$ cat src/rtl/noise_summator.sv
// noise_summator
//   Gaussian-noise back end. Sums each captured set of twelve uniform samples
//   (central-limit approximation to a Gaussian), removes the mean of the sum,
//   scales to the required sigma, re-centres on M_REQ and saturates to an
//   unsigned DATA_WIDTH sample. One sample per clock, fixed 5-cycle latency
//   from capture edge to NOISE_OUT.
//
// Ports
//   CLK          clock, all logic on posedge
//   RESET        synchronous, active-high reset
//   SUM_START    frame-start pulse (taken only when idle)
//   SUM_STOP     marks the last sample set of the frame
//   RND1..RND12  uniform samples, captured only while a frame is open
//   NOISE_OUT    Gaussian sample, 0 whenever NOISE_VALID is low
//   NOISE_VALID  NOISE_OUT holds a valid sample
//   NOISE_LAST   final sample of a frame, only with NOISE_VALID
//   BUSY         frame open or samples still in flight
//
// state   | meaning
// --------+-------------------------------------------------------------
// ST_IDLE | no frame open; SUM_START opens one, SUM_STOP is ignored
// ST_CAPT | in_frame: RND captured every edge, SUM_STOP closes the frame

module noise_summator #(
    parameter int DATA_WIDTH  = 12,
    parameter int SUM_OFFSET  = 24570,
    parameter int SCALE_NUM   = 683,
    parameter int SCALE_SHIFT = 12,
    parameter int M_REQ       = 2047
) (
    input  logic                  CLK,
    input  logic                  RESET,
    input  logic                  SUM_START,
    input  logic                  SUM_STOP,
    input  logic [DATA_WIDTH-1:0] RND1,
    input  logic [DATA_WIDTH-1:0] RND2,
    input  logic [DATA_WIDTH-1:0] RND3,
    input  logic [DATA_WIDTH-1:0] RND4,
    input  logic [DATA_WIDTH-1:0] RND5,
    input  logic [DATA_WIDTH-1:0] RND6,
    input  logic [DATA_WIDTH-1:0] RND7,
    input  logic [DATA_WIDTH-1:0] RND8,
    input  logic [DATA_WIDTH-1:0] RND9,
    input  logic [DATA_WIDTH-1:0] RND10,
    input  logic [DATA_WIDTH-1:0] RND11,
    input  logic [DATA_WIDTH-1:0] RND12,
    output logic [DATA_WIDTH-1:0] NOISE_OUT,
    output logic                  NOISE_VALID,
    output logic                  NOISE_LAST,
    output logic                  BUSY
);

    localparam int P1_W   = DATA_WIDTH + 1;       // pairwise sum
    localparam int P2_W   = DATA_WIDTH + 2;       // sum of four
    localparam int SUM_W  = DATA_WIDTH + 4;       // sum of twelve
    localparam int D_W    = SUM_W + 1;            // signed deviation
    localparam int PROD_W = D_W + 11;             // signed product with SCALE_NUM
    localparam int P_W    = PROD_W - SCALE_SHIFT; // scaled deviation

    typedef enum logic {ST_IDLE, ST_CAPT} state_t;

    state_t state_q, state_d;
    logic   cap_vld, cap_last;

    logic [DATA_WIDTH-1:0] rnd [12];

    logic [P1_W-1:0]         s1_sum_q [6];
    logic [P1_W-1:0]         s1_sum_d [6];
    logic [P2_W-1:0]         s2_sum_q [3];
    logic [P2_W-1:0]         s2_sum_d [3];
    logic [SUM_W-1:0]        s3_sum_q, s3_sum_d;
    logic signed [D_W-1:0]   s4_dif_q, s4_dif_d;
    logic signed [P_W-1:0]   s5_p_q, s5_p_d;
    logic [DATA_WIDTH-1:0]   noise_out_q, noise_out_d;

    logic [5:1] vld_q, vld_d;
    logic [5:1] last_q, last_d;
    logic       noise_valid_q, noise_valid_d;
    logic       noise_last_q, noise_last_d;

    logic signed [PROD_W-1:0] prod;
    logic [P_W:0]             re_mean;
    logic                     unused_prod_lsbs;

    always_comb begin
        rnd[0]  = RND1;  rnd[1]  = RND2;  rnd[2]  = RND3;  rnd[3]  = RND4;
        rnd[4]  = RND5;  rnd[5]  = RND6;  rnd[6]  = RND7;  rnd[7]  = RND8;
        rnd[8]  = RND9;  rnd[9]  = RND10; rnd[10] = RND11; rnd[11] = RND12;
    end

    // Frame-capture FSM
    always_comb begin
        state_d  = state_q;
        cap_vld  = 1'b0;
        cap_last = 1'b0;
        case (state_q)
            ST_IDLE: begin
                if (SUM_START) begin
                    state_d = ST_CAPT;
                end
            end
            ST_CAPT: begin
                cap_vld = 1'b1;
                if (SUM_STOP) begin
                    cap_last = 1'b1;
                    state_d  = ST_IDLE;
                end
            end
            default: state_d = ST_IDLE;
        endcase
    end

    // Data stages only load when their input is valid, so undriven RND
    // outside a frame never enters the datapath registers.
    always_comb begin
        s1_sum_d = s1_sum_q;
        s2_sum_d = s2_sum_q;
        s3_sum_d = s3_sum_q;
        s4_dif_d = s4_dif_q;
        s5_p_d   = s5_p_q;

        if (cap_vld) begin
            for (int i = 0; i < 6; i++) begin
                s1_sum_d[i] = P1_W'(rnd[2*i]) + P1_W'(rnd[2*i+1]);
            end
        end
        if (vld_q[1]) begin
            for (int i = 0; i < 3; i++) begin
                s2_sum_d[i] = P2_W'(s1_sum_q[2*i]) + P2_W'(s1_sum_q[2*i+1]);
            end
        end
        if (vld_q[2]) begin
            s3_sum_d = SUM_W'(s2_sum_q[0]) + SUM_W'(s2_sum_q[1]) + SUM_W'(s2_sum_q[2]);
        end
        if (vld_q[3]) begin
            s4_dif_d = $signed({1'b0, s3_sum_q}) - $signed(D_W'(SUM_OFFSET));
        end

        prod = $signed({{(PROD_W-D_W){s4_dif_q[D_W-1]}}, s4_dif_q})
             * $signed(PROD_W'(SCALE_NUM));
        // Dropping the low SCALE_SHIFT bits of a two's-complement value is an
        // arithmetic right shift, i.e. floor division by 2**SCALE_SHIFT.
        unused_prod_lsbs = ^prod[SCALE_SHIFT-1:0];
        if (vld_q[4]) begin
            s5_p_d = prod[PROD_W-1:SCALE_SHIFT];
        end

        re_mean = {s5_p_q[P_W-1], s5_p_q} + (P_W+1)'(M_REQ);
        noise_out_d = '0;
        if (vld_q[5]) begin
            if (re_mean[P_W]) begin
                noise_out_d = '0;
            end else if (|re_mean[P_W-1:DATA_WIDTH]) begin
                noise_out_d = '1;
            end else begin
                noise_out_d = re_mean[DATA_WIDTH-1:0];
            end
        end
    end

    always_comb begin
        vld_d         = {vld_q[4:1], cap_vld};
        last_d        = {vld_q[4:1] & last_q[4:1], cap_last};
        noise_valid_d = vld_q[5];
        noise_last_d  = vld_q[5] & last_q[5];
    end

    always_ff @(posedge CLK) begin
        if (RESET) begin
            state_q       <= ST_IDLE;
            vld_q         <= '0;
            last_q        <= '0;
            noise_valid_q <= 1'b0;
            noise_last_q  <= 1'b0;
            noise_out_q   <= '0;
            s1_sum_q      <= '{default: '0};
            s2_sum_q      <= '{default: '0};
            s3_sum_q      <= '0;
            s4_dif_q      <= '0;
            s5_p_q        <= '0;
        end else begin
            state_q       <= state_d;
            vld_q         <= vld_d;
            last_q        <= last_d;
            noise_valid_q <= noise_valid_d;
            noise_last_q  <= noise_last_d;
            noise_out_q   <= noise_out_d;
            s1_sum_q      <= s1_sum_d;
            s2_sum_q      <= s2_sum_d;
            s3_sum_q      <= s3_sum_d;
            s4_dif_q      <= s4_dif_d;
            s5_p_q        <= s5_p_d;
        end
    end

    assign NOISE_OUT   = noise_out_q;
    assign NOISE_VALID = noise_valid_q;
    assign NOISE_LAST  = noise_last_q;
    assign BUSY        = (state_q == ST_CAPT) | (|vld_q);

endmodule

$ cat config.mk
export PLATFORM = sky130hd
export DESIGN_NAME = noise_summator
export DESIGN_NICKNAME = d
export VERILOG_FILES = /design/src/rtl/noise_summator.sv
export SDC_FILE = /design/constraint.sdc
export NUM_CORES = 1
export LEC_CHECK = 0
export ABC_AREA = 0
export CAP_MARGIN = 20
export CORE_MARGIN = 2
export CORE_UTILIZATION = 25
export CTS_CLUSTER_DIAMETER = 150
export DETAILED_ROUTE_END_ITERATION = 8
export HOLD_SLACK_MARGIN = 0.1
export PLACE_DENSITY = 0.46
export SYNTH_ARGS = -nofsm -noshare
export SYNTH_HDL_FRONTEND = slang
export SYNTH_SLANG_ARGS = --single-unit
$ cat constraint.sdc
create_clock -name CLK -period 8 [get_ports CLK]
set_clock_uncertainty 0.15 [all_clocks]
set_input_delay 2.4 -clock CLK [delete_from_list [all_inputs] [get_ports CLK]]
set_output_delay 2.4 -clock CLK [all_outputs]
set_load 0.01 [all_outputs]
# After elaboration in Yosys (flattened, before gate mapping)
# Index checks and enable logic that the tools add are counted.
[totals] register_bits=194 input_bits=148 out_inout_bits=15 wordCells=48
[classes] add_sub_neg=13 mul=1 muxes=6 n_bitwise=5 reduce_logical=4
[ops] cell="adder 12 x 12 -> 13 bit" n=6
[ops] cell="adder 13 x 13 -> 14 bit" n=3
[ops] cell="multiplier 17 x 11 -> 28 bit (second input constant)" n=1
[ops] cell="adder 16 x 12 -> 17 bit (second input constant)" n=1
[ops] cell="subtractor 16 x 15 -> 17 bit (second input constant)" n=1
[ops] cell="adder 15 x 14 -> 16 bit" n=1
[ops] cell="adder 14 x 14 -> 15 bit" n=1
[ops] cell="two-way mux 12 bit" n=1
[ops] cell="OR reduction 5 bit" n=1
[ops] cell="AND 4 bit" n=1
[ops] cell="two-way mux 1 bit" n=4
[ops] cell="OR reduction 4 bit" n=1
[ops] cell="OR reduction 3 bit" n=1
[ops] cell="inverter 1 bit" n=2
[ops] cell="case mux 1 bit (2 select lines)" n=1
[ops] cell="OR reduction 2 bit" n=1
[ops] cell="AND 1 bit" n=1
[ops] cell="bitwise OR 1 bit" n=1

# Longest topological paths before layout
# Gate-level depths: netlist of run 1.
[logic_depth] depth_word=3 mapped_depth=17 depth_no_buf=17

# Least setup slack after synthesis of run 1
# OpenSTA, ideal clock, no wires.
[synth_path] kind="reg-to-reg" start="register s4_dif_q[16]" end="register s5_p_q[15]" setup_ns=0.063 t_arrival_ns=4.460 required_time_ns=7.787 path_slack_ns=3.327 stages_incl_launch_ff=16 n_path_buf=0 period_less_slack_ns=4.673 path_cell_list="dfxtp_1 ha_1 inv_1 ha_1 fa_1 inv_1 fa_1 fa_1 inv_1 ha_1 and3_1 a211o_1 a21oi_1 o31ai_1 or2_2 nand3_1"
[synth_between] elab_chain_len=1
[synth_rtl] item="start, declared" line_no="72" source="logic signed [D_W-1:0] s4_dif_q, s4_dif_d;"
[synth_rtl] item="start signal, assigned" line_no="191" source="s4_dif_q <= s4_dif_d;"
[synth_rtl] item="multiplier 17 x 11 -> 28 bit" line_no="140" source="* $signed(PROD_W'(SCALE_NUM));"
[synth_rtl] item="end signal, assigned" line_no="192" source="s5_p_q <= s5_p_d;"
[synth_rtl] item="end, declared" line_no="73" source="logic signed [P_W-1:0] s5_p_q, s5_p_d;"
# Every way passes these cells.
# A chain may end at the register's enable or synchronous reset.

# Worst setup path in the final report of run 1
[layout_path] start="register vld_q[2] in the netlist's numbering" end="output port BUSY"
[layout_between] elab_chain_len=2
[layout_rtl] item="start, declared" line_no="76" source="logic [5:1] vld_q, vld_d;"
[layout_rtl] item="start signal, assigned" line_no="183" source="vld_q <= vld_d;"
[layout_rtl] item="OR reduction 5 bit" line_no="199" source="assign BUSY = (state_q == ST_CAPT) | (|vld_q);"
[layout_rtl] item="bitwise OR 1 bit" line_no="199"
[layout_rtl] item="end, declared" line_no="50" source="output logic BUSY"
# Every way passes these cells.

==> flow_summary.yaml, run 1 <==
outcome:
  status: "completed"
cells_and_area:
  ff_latch_area_mm2: 0.003886
  layout_common_cells: "222 x ha_1, 192 x dfxtp_1, 186 x inv_1"
  synthToLayoutAreaGrowth_pct: 19.29
  drive_gt1_share_pct: 4.018
  final_common_cell: "ha_1"
  final_cell_area_mm2: 0.01930
  multiInputGateArea_mm2: 0.01134
  nNetsFinal: 2458
  fillers: 6875
  n_antenna_cell: 0
clock_tree:
  path_clk_slew_ns: 0.07
  clk-insertion-delay-late_ns: 0.46
  clkSinkCount: 194
  cts_tree: "yes"
  clockBufferDepth: 2
  post-cts-setup-buffers: 0
  cts-root-buf: "clkbuf_16"
  h-tree-depth: 4
  cts_buffers: 17
  cts_hold_buf: 0
  ctsResizeCount: 0
drt:
  ant_nets: 0
  drc: 0
  met3_length_um: 953
  vias_per_cell: 4.670
  vias: 13410
  routedWlPerCell_um: 14.66
  drtIter0Drc: 516
  wl_met1_um: 20490
  drt_pass1_iterations: 6
  dr_wl_met2_um: 20200
  wl_um: 42090
  top_layer_used: "met4"
critical_path:
  rr_worst_depth: 15
  critPathLaunchType: "flip-flop"
  arrival_ns: 2.75
  crit_type: "reg -> out"
  slowest_stage: "dfxtp_1"
  cp_slowest_stage_delay_ns: 0.89
  path_cells: "clkinv_1 -> nand3_1 -> clkdlybuf4s50_1"
  reg2reg_from: "s4_dif_q[12]$_SDFFE_PP0P_"
  endpoint_kind: "primary output"
  rr_endpoint: "s5_p_q[10]$_SDFFE_PP0P_"
  crit_end: "BUSY"
  required_ns: 5.45
  r2r_slack_ns: 2.91
  crit_path_start: "vld_q[2]$_SDFF_PP0_"
  cp_max_fo: 18
logic_synthesis:
  synth_area_mm2: 0.01618
  ys_warn_count: 0
  synth_cells: 1875
  synth_seq_cells: 194
  synth.distinct_cells: 71
  ys_seq_area_share_pct: 24.00
  avgSynthCellArea_um2: 8.629
  synth_flop_cell: "dfxtp_1"
  async_flop_share_pct: 0
  synth_fp_nets: 2330
  synth-edff-count: 0
placed_design:
  dp_slack_ns: 2.921
  io_buffers: 162
  gp_congestion: 0.7967
  hpwl_um: 33640
  postPlaceCellArea_mm2: 0.01870
die:
  core-area_mm2: 0.06423
  die_x_um: 258.4
  rows: 93
  pin_count: 163
  die_area_mm2: 0.06677
  die_h_um: 258.4
  initial_utilization_pct: 25.19
grt:
  grt_antenna_before_repair: 0
  grt_overflow_total: 0
  grt_pass1_wl_um: 69920
  grt_max_degree: 71
  grt.total_usage_pct: 12.85
  grt_pass1_vias: 13640
timing:
  timing.fmax_mhz: 188.8
  tightest_slew_ns: 1.053
  period_share_pct: 66.21
  relSlewSlack_pct: 29.05
  min_period_ns: 5.297
  setup-tns-final_ns: 0
  finalMaxSlewViolations: 0
  whs_ns: 0.2799
  rsz0062_at_grt: "false"
  setup_viol: 0
  finalHoldViolCount: 0
  setup_slack_ns: 2.703
pwr:
  p_leak_nw: 8.312
  peakVddDrop_mv: 0.1461
  p_per_area_mw_per_mm2: 133.2
run:
  cap_violations: 0
hold_path:
  hold_class: "reg -> reg"
==> through the flow <==
stage,cells,util [%],power [mW]
finish,2871,30.05,2.570
global route,2871,30.05,2.725
CTS,2871,30.05,2.606
detailed placement,2839,29.11,1.712
global placement,2838,29.11,1.708
floorplan,1875,-,1.495
==> logic make-up (layout without fill, tap and decap cells) <==
kind of cell | after synthesis | in the layout | synth area share [%]
xor+xnor | 77 | 77 | 4.168
flops | 194 | 194 | 24.00
fa+ha+maj | 307 | 307 | 27.69
compound gates | 432 | 432 | 17.55
simple gates | 556 | 556 | 17.12
mux | 57 | 57 | 3.565
buf+inv | 252 | 393 | 5.908
==> critical path: cells and delay by family, from the launching register on <==
family	cells	cell delay, ns
flip-flops	1	0.89
buffers and inverters	2	1.17
AND/OR/NAND/NOR	1	0.23
==> state kept, by name, summed over array words and instances (netlist names) <==
| register | flops |
|---|---|
| state_q | 1 |
| s1_sum_q | 78 |
| NOISE_OUT | 12 |
| s3_sum_q | 16 |
| s5_p_q | 16 |
| NOISE_VALID | 1 |
| vld_q | 5 |
| NOISE_LAST | 1 |
| s2_sum_q | 42 |
| last_q | 5 |
| s4_dif_q | 17 |
==> report_power, final <==
group	internal [mW]	switching (mW)
Sequential	1.01	0.0434
Clock	0.470	0.413
Combinational	0.297	0.335
==> synth_stat cells, drive strengths merged, types with 6 or more instances <==
cell type  count  area, um^2
a211o          6       52.55
a211oi        39       292.8
a21boi        15       112.6
a21o          25       188.9
a21oi        128       648.1
a31o           8       70.07
a31oi         21       131.4
and3          28       175.2
buf           20       85.08
clkbuf        43       161.4
dfxtp        194        3884
fa            85        1702
ha           222        2778
inv          187       701.9
mux2i         52       520.5
nand2        104       390.4
nand2b        13       81.33
nand3         63       320.3
nand3b        25       187.7
nor2         151       566.8
nor2b         25       156.4
nor3          80       405.4
o211ai        14       110.1
o21a          30       225.2
o21ai         73       369.1
o21bai        10       75.07
o22ai          8       50.05
o311ai        11       96.34
o31ai          7       52.55
or3           25       162.7
xnor2         56       490.5
xor2          21       183.9
==> worst min path at each step <==
stage / slack (ns) / end / start / cells after the start
4_1_cts: 0.29 / NOISE_LAST$_SDFF_PP0_ / last_q[5]$_SDFF_PP0_ / 1
3_3_place_gp: 0.27 / last_q[4]$_SDFF_PP0_ / last_q[3]$_SDFF_PP0_ / 1
6_report: 0.28 / NOISE_LAST$_SDFF_PP0_ / last_q[5]$_SDFF_PP0_ / 1
2_1_floorplan: 0.26 / NOISE_LAST$_SDFF_PP0_ / last_q[5]$_SDFF_PP0_ / 1
5_1_grt: 0.31 / NOISE_LAST$_SDFF_PP0_ / last_q[5]$_SDFF_PP0_ / 1
3_5_place_dp: 0.27 / NOISE_LAST$_SDFF_PP0_ / last_q[5]$_SDFF_PP0_ / 1
==> layer usage <==
metal,up-vias,track usage [%]
met2,181,22.83
met1,6323,16.51
met3,26,1.633
met4,0,2.874
li1,6879,-
met5,-,0
==> area by class of cell <==
class                           instances  share of cell area [%]
Multi-Input combinational cell       1429                   58.76
Sequential cell                       194                   20.14
Timing Repair Buffer                  172                   8.784
Tap cell                              855                   5.543
Inverter                              189                   3.676
Clock buffer                           21                   2.489
Clock inverter                         11                  0.6159
No activity file was read; power rests on OpenSTA's default activity.
==> run 2: changes to the inputs <==
Clock period 8 ns to 5.4 ns, I/O delays scaled along.
==> run 2 against run 1 <==
Net effect: clock power grew 50%; sequential cell count unchanged; sequential share of layout area down 0.075 points; global-route usage about the same; first-iteration DRC count rose by 5.0%; critical path depth rose by 12; worst setup slack worse by 2.4 ns; combinational power is 50% higher; via count is 0.63% higher; power is 49% higher; cell count is 0.21% higher; critical endpoint is now s5_p_q[10]$_SDFFE_PP0P_; largest cell class unchanged; highest routed layer is now met5.
==> flow_summary.yaml, run 2 (same netlist as run 1, synthesis figures left out) <==
grt:
  grt.total_usage_pct: 12.81
  grt_antenna_before_repair: 1
  grt_overflow_total: 0
  grt_max_degree: 129
  grt_pass1_vias: 13820
  grt_pass1_wl_um: 69880
die:
  die_h_um: 258.4
  rows: 93
  die_x_um: 258.4
  pin_count: 163
  initial_utilization_pct: 25.19
  die_area_mm2: 0.06677
  core-area_mm2: 0.06423
drt:
  drt_pass1_iterations: 5
  ant_nets: 0
  routedWlPerCell_um: 14.65
  vias: 13490
  wl_um: 42150
  drtIter0Drc: 542
  drc: 0
  vias_per_cell: 4.690
cells_and_area:
  multiInputGateArea_mm2: 0.01134
  layout_common_cells: "222 x ha_1, 192 x dfxtp_1, 186 x inv_1"
  n_antenna_cell: 0
  reg_top3: "s1_sum_q (78), s2_sum_q (42), s4_dif_q (17)"
  drive_gt1_share_pct: 4.253
  ff_latch_area_mm2: 0.003886
  largest_reg_flops: 78
  synthToLayoutAreaGrowth_pct: 19.74
  fillers: 6817
  final_util_pct: 30.16
  largest-register: "s1_sum_q"
  instances_no_fill: 2877
  nNetsFinal: 2464
  final_common_cell: "ha_1"
clock_tree:
  cts_buffers: 17
  path_clk_slew_ns: 0.08
  clkSinkCount: 194
  cts_hold_buf: 0
  cts_tree: "yes"
  cts-root-buf: "clkbuf_16"
  h-tree-depth: 4
  clk-insertion-delay-late_ns: 0.47
  clockBufferDepth: 2
  post-cts-setup-buffers: 0
  ctsResizeCount: 0
timing:
  period_share_pct: 93.51
  rsz0062_at_grt: "false"
  relSlewSlack_pct: 28.30
  finalHoldViolCount: 0
  setup-tns-final_ns: 0
  finalMaxSlewViolations: 0
  tightest_slew_ns: 1.064
  setup_viol: 0
  min_period_ns: 5.050
  timing.fmax_mhz: 198.0
placed_design:
  dpl.cell_count: 2844
  io_buffers: 162
  hpwl_um: 33600
  gp_congestion: 0.8204
critical_path:
  slowest_stage: "fa_1"
  crit_type: "reg -> reg"
  endpoint_kind: "flip-flop"
  required_ns: 5.61
  cp_top_family: "adder cells"
  critPathLaunchType: "flip-flop"
  cp_slowest_stage_delay_ns: 0.56
  r2r_slack_ns: 0.35
  arrival_ns: 5.26
  cp_max_fo: 7
  worst-path-buf-inv: 2
  path_cells: "ha_1 -> ha_1 -> fa_1 -> fa_1 -> inv_1 -> fa_1 -> inv_1 -> ha_1 -> a21oi_1 -> o21ai_0 -> and4bb_2 -> o21a_1 -> nor3b_1 -> or4_1 -> o311ai_0"
outcome:
  status: "completed"
pwr:
  p_sw_share_pct: 31.08
  p_seq_share_pct: 40.5
  p_leak_nw: 8.361
  power_frac_comb_pct: 24.8
  p_per_area_mw_per_mm2: 197.7
  intPower_mw: 2.640
  peakVddDrop_mv: 0.1418
  pwr-share-clk_pct: 34.7
  p_sw_mw: 1.190
run:
  cap_violations: 0
hold_path:
  hold_class: "reg -> reg"
run 2: final timing paths:
path,from,cells after the start,to
worst min register to register,last_q[4]$_SDFF_PP0_,1,last_q[5]$_SDFF_PP0_
worst min-delay path,last_q[4]$_SDFF_PP0_,1,last_q[5]$_SDFF_PP0_
worst max-delay path,s4_dif_q[10]$_SDFFE_PP0P_,15,s5_p_q[10]$_SDFFE_PP0P_
worst max register to register,s4_dif_q[10]$_SDFFE_PP0P_,15,s5_p_q[10]$_SDFFE_PP0P_
run 2: power groups by stage:
stage	Clock [mW]	Sequential (mW)	Combinational [mW]
final	1.33	1.55	0.949
after global routing	1.42	1.56	1.07
after CTS	1.38	1.55	0.961
after detailed placement	0	1.59	0.953
after global placement	0	1.58	0.946
after floorplan	0	1.56	0.650
run 2: layout make-up:
type                       instances  area share [%]
multi-input combinational       1429           58.54
sequential                       194           20.06
timing repair buffer             178           9.113
tap                              855           5.522
inverter                         189           3.662
clock buffer                      18           2.215
clock inverter                    14          0.8913
run 2: through the flow:
stage          total power [mW]  instance area [um^2]  hold WS [ns]  worst slack, ns
2_1_floorplan             2.215                 16180        0.2557           0.7271
3_3_place_gp              2.531                 18770        0.2668           0.5127
3_5_place_dp              2.539                 18770        0.2709           0.3616
4_1_cts                   3.891                 19370        0.2884           0.3227
5_1_grt                   4.052                 19370        0.3040          0.08407
6_report                  3.830                 19370        0.2832           0.3503
run 2: routing by layer:
| layer | up-vias | global-route usage (%) | share of wire, % |
|---|---|---|---|
| li1 | 6889 | - | - |
| met1 | 6364 | 16.13 | 47 |
| met2 | 199 | 22.79 | 49 |
| met3 | 40 | 1.702 | 2.5 |
| met4 | 2 | 3.565 | 1.6 |
| met5 | - | 0 | 0.031 |
